--- config.mk ---
export PLATFORM = sky130hd
export DESIGN_NAME = mult_div_unit_flat
export DESIGN_NICKNAME = d
export VERILOG_FILES = /design/src/rtl/mult_div_unit_if.sv /design/src/rtl/mult_div_unit.sv /design/src/flat_wrapper.sv
export SDC_FILE = /design/constraint.sdc
export NUM_CORES = 1
export LEC_CHECK = 0
export ABC_AREA = 0
export BUFFER_PORTS_ARGS = -buffer_cell sky130_fd_sc_hd__buf_2
export CAP_MARGIN = 20
export CORE_ASPECT_RATIO = 0.9
export CORE_MARGIN = 1
export CORE_UTILIZATION = 55
export DETAILED_ROUTE_END_ITERATION = 8
export PLACE_DENSITY = 0.74
export SLEW_MARGIN = 40
export SYNTH_ARGS = -nofsm -noshare
export SYNTH_HDL_FRONTEND = slang
export SYNTH_SLANG_ARGS = --single-unit
--- constraint.sdc ---
create_clock -name clk -period 8.3 [get_ports clk]
set_clock_uncertainty 0.15 [all_clocks]
set_input_delay 1.245 -clock clk [delete_from_list [all_inputs] [get_ports clk]]
set_output_delay 1.245 -clock clk [all_outputs]
set_load 0.03 [all_outputs]
--- src/rtl/mult_div_unit_if.sv ---
// Handshake and result bus between the main controller and the iterative MULT/DIV engine.
interface mult_div_unit_if #(parameter int WIDTH = 32);
  logic             start;
  logic             op_div;
  logic [WIDTH-1:0] a;
  logic [WIDTH-1:0] b;
  logic             busy;
  logic             done;
  logic             div_zero;
  logic [WIDTH-1:0] hi;
  logic [WIDTH-1:0] lo;

  modport master (output start, op_div, a, b,
                  input  busy, done, div_zero, hi, lo);
  modport slave  (input  start, op_div, a, b,
                  output busy, done, div_zero, hi, lo);
endinterface

--- src/rtl/mult_div_unit.sv ---
// Iterative signed radix-2 MULT/DIV engine; one shared shift/add-subtract datapath
// on W+1-bit magnitudes, signs applied in FIX, results held in Hi/Lo.
module mult_div_unit #(
    parameter int WIDTH = 32
) (
    input logic           clk,
    input logic           reset,
    mult_div_unit_if.slave bus
);
    localparam int CW = $clog2(WIDTH) + 1;

    typedef enum logic [1:0] {S_IDLE, S_RUN, S_FIX, S_DONE} state_t;

    state_t             r_state, w_next;
    logic [CW-1:0]      r_count;
    logic               r_op_div, r_neg_res, r_neg_dvd, r_dz;
    logic [WIDTH:0]     r_acc, r_mag_b;
    logic [WIDTH-1:0]   r_mq, r_hi, r_lo;

    logic [WIDTH:0]     w_ext_a, w_ext_b, w_abs_a, w_abs_b;
    logic               w_b_zero, w_last;
    logic [WIDTH:0]     w_shift, w_add_a, w_add_b;
    logic [WIDTH+1:0]   w_sum;
    logic [WIDTH:0]     w_acc_nxt;
    logic [WIDTH-1:0]   w_mq_nxt;
    logic [2*WIDTH-1:0] w_prod, w_prod_s;
    logic [WIDTH-1:0]   w_hi_fix, w_lo_fix;

    assign w_ext_a  = {bus.a[WIDTH-1], bus.a};
    assign w_ext_b  = {bus.b[WIDTH-1], bus.b};
    assign w_abs_a  = w_ext_a[WIDTH] ? -w_ext_a : w_ext_a;
    assign w_abs_b  = w_ext_b[WIDTH] ? -w_ext_b : w_ext_b;
    assign w_b_zero = (bus.b == '0);
    assign w_last   = (r_count == CW'(WIDTH - 1));

    always_ff @(posedge clk or posedge reset) begin
        if (reset) r_state <= S_IDLE;
        else       r_state <= w_next;
    end

    always_comb begin
        w_next = r_state;
        case (r_state)
            S_IDLE: if (bus.start) w_next = (bus.op_div && w_b_zero) ? S_DONE : S_RUN;
            S_RUN:  if (w_last) w_next = S_FIX;
            S_FIX:  w_next = S_DONE;
            S_DONE: w_next = S_IDLE;
            default: w_next = S_IDLE;
        endcase
    end

    always_comb begin
        bus.busy     = (r_state != S_IDLE);
        bus.done     = (r_state == S_DONE);
        bus.div_zero = (r_state == S_DONE) && r_dz;
        bus.hi       = r_hi;
        bus.lo       = r_lo;
    end

    // Mult adds |b| when the low multiplier bit is set then shifts right;
    // div shifts left and subtracts |b|, keeping the difference if non-negative.
    always_comb begin
        w_shift = {r_acc[WIDTH-1:0], r_mq[WIDTH-1]};
        w_add_a = r_op_div ? w_shift : r_acc;
        w_add_b = (r_op_div || r_mq[0]) ? r_mag_b : '0;
        w_sum   = r_op_div ? ({1'b0, w_add_a} - {1'b0, w_add_b})
                           : ({1'b0, w_add_a} + {1'b0, w_add_b});
        if (r_op_div) begin
            w_acc_nxt = w_sum[WIDTH+1] ? w_shift : w_sum[WIDTH:0];
            w_mq_nxt  = {r_mq[WIDTH-2:0], ~w_sum[WIDTH+1]};
        end else begin
            w_acc_nxt = w_sum[WIDTH+1:1];
            w_mq_nxt  = {w_sum[0], r_mq[WIDTH-1:1]};
        end
    end

    always_comb begin
        w_prod   = {r_acc[WIDTH-1:0], r_mq};
        w_prod_s = r_neg_res ? -w_prod : w_prod;
        if (r_op_div) begin
            w_lo_fix = r_neg_res ? -r_mq : r_mq;
            w_hi_fix = r_neg_dvd ? -r_acc[WIDTH-1:0] : r_acc[WIDTH-1:0];
        end else begin
            w_lo_fix = w_prod_s[WIDTH-1:0];
            w_hi_fix = w_prod_s[2*WIDTH-1:WIDTH];
        end
    end

    always_ff @(posedge clk or posedge reset) begin
        if (reset) begin
            r_count   <= '0;
            r_op_div  <= 1'b0;
            r_neg_res <= 1'b0;
            r_neg_dvd <= 1'b0;
            r_dz      <= 1'b0;
            r_acc     <= '0;
            r_mag_b   <= '0;
            r_mq      <= '0;
            r_hi      <= '0;
            r_lo      <= '0;
        end else begin
            case (r_state)
                S_IDLE: if (bus.start) begin
                    r_op_div  <= bus.op_div;
                    r_neg_res <= bus.a[WIDTH-1] ^ bus.b[WIDTH-1];
                    r_neg_dvd <= bus.a[WIDTH-1];
                    r_dz      <= bus.op_div && w_b_zero;
                    r_mq      <= w_abs_a[WIDTH-1:0];
                    r_mag_b   <= w_abs_b;
                    r_acc     <= '0;
                    r_count   <= '0;
                end
                S_RUN: begin
                    r_acc   <= w_acc_nxt;
                    r_mq    <= w_mq_nxt;
                    r_count <= r_count + 1'b1;
                end
                S_FIX: begin
                    r_hi <= w_hi_fix;
                    r_lo <= w_lo_fix;
                end
                default: ;
            endcase
        end
    end
endmodule

--- src/flat_wrapper.sv ---
// flat-port wrapper written by rule: the top's interface ports become plain ports
module mult_div_unit_flat 
#(
    parameter int WIDTH = 32
)
  (clk, reset, bus_start, bus_op_div, bus_a, bus_b, bus_busy, bus_done, bus_div_zero, bus_hi, bus_lo);
  mult_div_unit_if #(.WIDTH(WIDTH)) bus_i ();
  input logic clk;
  input logic reset;
  input wire logic [$bits(bus_i.start)-1:0] bus_start;
  input wire logic [$bits(bus_i.op_div)-1:0] bus_op_div;
  input wire logic [$bits(bus_i.a)-1:0] bus_a;
  input wire logic [$bits(bus_i.b)-1:0] bus_b;
  output wire logic [$bits(bus_i.busy)-1:0] bus_busy;
  output wire logic [$bits(bus_i.done)-1:0] bus_done;
  output wire logic [$bits(bus_i.div_zero)-1:0] bus_div_zero;
  output wire logic [$bits(bus_i.hi)-1:0] bus_hi;
  output wire logic [$bits(bus_i.lo)-1:0] bus_lo;
  assign bus_i.start = bus_start;
  assign bus_i.op_div = bus_op_div;
  assign bus_i.a = bus_a;
  assign bus_i.b = bus_b;
  assign bus_busy = bus_i.busy;
  assign bus_done = bus_i.done;
  assign bus_div_zero = bus_i.div_zero;
  assign bus_hi = bus_i.hi;
  assign bus_lo = bus_i.lo;
  mult_div_unit #(.WIDTH(WIDTH)) u_core (.clk(clk), .reset(reset), .bus(bus_i));
endmodule
== Word level (Yosys, flattened, before mapping) ==
Cells that the tools add are included.
Word-level totals
  register bits: 174
  input port bits: 68
  logic and storage cells: 60
Operators by class
  add/sub/neg operators: 8
  equality and inequality tests: 6
  muxes and demuxes: 23
  bitwise operators: 2
  reduce and logical (&&, ||, !) cells: 10
Operators by type and width (number)
  $mux W32: 7
  $mux W33: 6
  $neg A32 Y32: 3
  $pmux W33 S2: 1
  $mux W64: 1
  $neg A64 Y64: 1
  $pmux W32 S2: 1
  $add A33 B33 Y34: 1
  $mux W34: 1
  $sub A33 B33 Y34: 1
  $neg A33 Y33: 1
  $logic_not A32 Y1: 1
  $pmux W6 S2: 1
  $pmux W2 S4: 1
  $add A6 B1 Y6 const B: 1
  $eq A6 B5 Y1 const B: 1
  $mux W2: 3
  $mux W6: 1
  $reduce_and A2 Y1: 3
  $eq A2 B2 Y1 const B: 2
  $reduce_bool A2 Y1: 2
  $eq A2 B1 Y1 const B: 1
  $logic_and A1 B1 Y1: 2
  $logic_not A2 Y1: 1
  5 further kinds: 5

== Longest topological paths before layout ==
  word-level depth: 7
  depth in mapped cells: 26
  depth with buffers taken out: 20

== Worst setup path before layout ==
Ideal clock, no wire load.
  kind: flip-flop to flip-flop
  start point: reg u_core.r_mq[0]
  end point: reg u_core.r_acc[29]
  library setup time: 0.087 ns
  arrival time: 4.815 ns
  required time: 8.063 ns
  setup slack: 3.247 ns
  cell stages (with the launch flop): 25
  path buffers: 4
  period minus slack after synthesis: 5.053 ns
  cells stage by stage: dfrtp_1 clkbuf_1 inv_1 nand2_1 clkbuf_1 nand2_1 ha_1 o21a_1 o21a_1 and3_1 clkbuf_1 nand3_1 a21boi_0 o21ai_0 o22ai_1 ha_1 clkbuf_1 a21oi_1 o21ai_0 nor4_1 a311oi_1 nand2_1 or3b_2 or4_1 a22oi_1
Between the ends
  word-level cells in the longest chain between the ends: 7
RTL lines
  from (decl): RTL line mult_div_unit.sv:18  | logic [WIDTH-1:0] r_mq, r_hi, r_lo;
  from (signal assigned): RTL line mult_div_unit.sv:108  | r_mq <= w_abs_a[WIDTH-1:0];
  from (signal assigned): RTL line mult_div_unit.sv:115  | r_mq <= w_mq_nxt;
  $logic_or A1 B1 Y1 (*): RTL line mult_div_unit.sv:65  | w_add_b = (r_op_div || r_mq[0]) ? r_mag_b : '0;
  $mux W33 (*): RTL line mult_div_unit.sv:65
  $add A33 B33 Y34 or $sub A33 B33 Y34 (tied branches): RTL line mult_div_unit.sv:67, mult_div_unit.sv:66
  $mux W34 (*): RTL line mult_div_unit.sv:66  | w_sum = r_op_div ? ({1'b0, w_add_a} - {1'b0, w_add_b})
  $mux W33: RTL line mult_div_unit.sv:69  | w_acc_nxt = w_sum[WIDTH+1] ? w_shift : w_sum[WIDTH:0];
  $mux W33 (*): RTL line mult_div_unit.sv:68  | if (r_op_div) begin
  $pmux W33 S2 (*): RTL line mult_div_unit.sv:102  | case (r_state)
  to (signal assigned): RTL line mult_div_unit.sv:114  | r_acc <= w_acc_nxt;
  to (decl): RTL line mult_div_unit.sv:17  | logic [WIDTH:0] r_acc, r_mag_b;
Mark *: on every way between the ends. The rest lies on a longest branch, timed or not.
A chain may end at the register's enable or synchronous reset.

== Final worst setup path ==
  start point: reg u_core.r_mq[0]
  end point: reg u_core.r_acc[3]
Same word-level chain as after synthesis.

==> results_dict.tcl <==
set metrics [dict create \
    slew_headroom_pct 48.3 \
    drv_slew 0 \
    synth.area.top_cells "dfrtp_1 31%, o21ai_0 6.3%, nand2_1 5.8%" \
    clock.fmax_mhz 154 \
    cts.sink_count 174 \
    cts.repair.resized 0 \
    regArea_um2 4360 \
    portBuffers 134 \
    syn-cell-area_um2 14000 \
    synth_flop_cell "dfrtp_1" \
    final_layout_size_suffix_gt1_share_pct 14.8 \
    antenna_found_initial 0 \
    drc 0 \
    cts_hold_buf 0 \
    grt_max_degree 110 \
    insertion_delay_ns 0.44 \
    area_growth_pct 10.3 \
    n_fill_cell 2260 \
    track_usage_pct 30.0 \
    holdPathStages 1 \
    final_area_um2 15400 \
    place_hpwl_um 28700 \
    h-tree-depth 4 \
    grt_pass1_vias 11900 \
    syn_avg_cell_area_um2 8.01 \
    clockBufferDepth 2 \
    async_reset_ff_share_pct 100 \
    initial_utilization_pct 56.8 \
    timing.final.crit_share_pct 78.4 \
    syn_nets 1857 \
    synth_top_cell_by_area "dfrtp_1" \
    coreArea_um2 24600 \
    final_util_pct 62.7 \
    cts_buffers 17 \
    io-pin-count 135 \
    grt_pass1_wl_um 62700 \
    cts-root-buf "clkbuf_16" \
    postCtsSetupRepairBufs 0 \
    synthDistinctLibCells 75 \
    die_y_um 153 \
    synth_most_common_cell "nand2_1" \
    multi_input_area_um2 9060 \
    synth_common_cells "217 x nand2_1, 177 x o21ai_0, 174 x dfrtp_1, 154 x a21oi_1, 125 x nor2_1" \
    synth_top_area_share_pct 31.1 \
    finalSetupTns_ns 0 \
    antenna_cells 0 \
    path_class "flip-flop to flip-flop" \
    worst-path-max-fanout 46 \
    antenna_left 0 \
    cts_tree "done" \
    clk_pin_slew_ns 0.08 \
    rsz0062_at_grt "no" \
    dieArea_um2 26100 \
    synth-edff-count 0 \
    vias 13300 \
    worstMarginPinSlew_ns 0.767 \
    grt-ovfl-total 0 \
    required_ns 8.47 \
    first_pass_iters 6 \
    nNetsFinal 1895 \
    synth_cells 1745 \
    yosysWarnings 0 \
    postSynthRegisterBits 174 \
    wl_per_cell_um 18.2 \
    seq_area_frac_synth_pct 31.1 \
    hold_viol 0 \
    drt_wl_total_um 38900 \
    timing.final.setup_violations 0 \
    via_per_inst 6.26 \
    drt_iter0_drc 1428 \
    status "complete, no violations" \
    place_congestion 0.936 \
    r2r_cells 21 \
    fin_crit_ns 6.50 \
    worstSetupEndpointType "flip-flop" \
    rows 54 \
    hold_class "flip-flop to flip-flop" \
    critPathLaunchType "flip-flop" \
    cp.arrival_ns 6.68 \
    placed_cell_area_um2 14700 \
    die_x_um 170 \
    drv_cap 0 \
]
## per-stage QoR
step,setup slack (ns),hold slack [ns],instances
after detailed placement,1.93,0.315,2098
after global routing,1.28,0.357,2132
after global placement,2.13,0.310,2098
after floorplan,2.19,0.292,1745
after CTS,1.89,0.332,2130
final,1.80,0.329,2132
## sequential cells by signal (all words and copies together) (netlist names)
register / flops
u_core.bus.lo: 32
u_core.bus.hi: 32
u_core.r_mag_b: 33
u_core.r_neg_dvd: 1
u_core.r_acc: 33
u_core.r_mq: 32
u_core.r_dz: 1
u_core.r_neg_res: 1
u_core.r_op_div: 1
u_core.r_count: 6
u_core.r_state: 2
## path summary, 6_finish.rpt
kind	startpoint	end	slack [ns]
hold / removal	u_core.r_dz	u_core.r_dz	0.33
min in group asynchronous	reset	u_core.r_mq[8]	0.73
max in group asynchronous	reset	u_core.r_acc[25]	6.06
hold reg to reg	u_core.r_dz	u_core.r_dz	0.33
setup reg to reg	u_core.r_mq[0]	u_core.r_acc[3]	1.80
setup / recovery	u_core.r_mq[0]	u_core.r_acc[3]	1.80
## cells in the final DEF (no fill, tap or decap), types with 6 or more instances in the layout
master | synthesis | routed
nor2_1 | 125 | 125
o22ai_1 | 9 | 9
nand2b_1 | 15 | 15
inv_1 | 29 | 28
buf_2 | 4 | 134
clkbuf_16 | 0 | 17
a22oi_1 | 7 | 7
mux2i_1 | 36 | 36
and3_1 | 18 | 18
ha_1 | 43 | 42
nor3_1 | 36 | 36
o221ai_1 | 7 | 7
buf_4 | 0 | 12
nand3_1 | 32 | 32
or4_1 | 14 | 14
a211o_1 | 11 | 11
or2_2 | 7 | 7
a21o_1 | 13 | 13
o211ai_1 | 16 | 16
o21ai_0 | 177 | 176
and2_1 | 14 | 14
nor4_1 | 20 | 20
a211oi_1 | 27 | 27
a21oi_1 | 154 | 154
nand2_1 | 217 | 216
o31ai_1 | 32 | 31
mux2_2 | 53 | 53
clkinv_8 | 0 | 7
xnor2_1 | 60 | 60
o41ai_1 | 18 | 16
a31oi_1 | 13 | 13
o21a_1 | 10 | 10
or3_1 | 23 | 23
dfrtp_1 | 174 | 173
a22o_1 | 9 | 9
a21boi_0 | 7 | 6
nor2b_1 | 11 | 11
a32oi_1 | 6 | 6
nand4_1 | 11 | 11
xor2_1 | 93 | 93
## per-layer routing
metal,vias up,track usage [%],wire (um)
met3,33,5.52,3180
met1,6300,47.8,19300
met4,0,6.52,485
met5,-,0,0
met2,579,41.3,15900
li1,6432,-,-
## cell type report
class	count	area share, %
clock inverters	15	1.27
inverters	30	0.779
well taps	336	2.73
flip-flops and latches	174	28.3
repair buffers	151	5.46
multi-input cells	1409	58.7
clock buffers	17	2.76
## cell families (layout without fill, tap and decap cells)
logic type                 after synthesis  after routing  share of synthesized area, %
AOI/OAI and AO/OA                      554            554                          24.7
xor gates and xnor gates               153            153                          9.59
adders and majority gates               44             44                          3.99
buffers and inverters                  162            213                          4.39
DFF                                    174            174                          31.1
muxes                                   89             89                          6.85
and+or+nand+nor                        569            569                          19.3
## critical path: stages, from the launching register on
cell and delay [ns]:
dfrtp_1 0.37, buf_4 0.27, inv_1 0.40, nand2_1 0.38, nand2_1 0.20, ha_1 0.29, o21a_1 0.23, o21a_1 0.38
and3_1 0.34, nand3_1 0.10, a21boi_0 0.15, o21ai_0 0.10, o22ai_1 0.15, ha_1 0.44, a21oi_1 0.24, o21ai_0 0.25
a211o_1 0.35, a221oi_1 0.31, buf_4 0.28, nand2_1 0.42, a211o_1 0.40, a22o_1 0.18
Power is not shown: default switching activity piles up to over one toggle a cycle in this logic, so the estimate is an artifact.
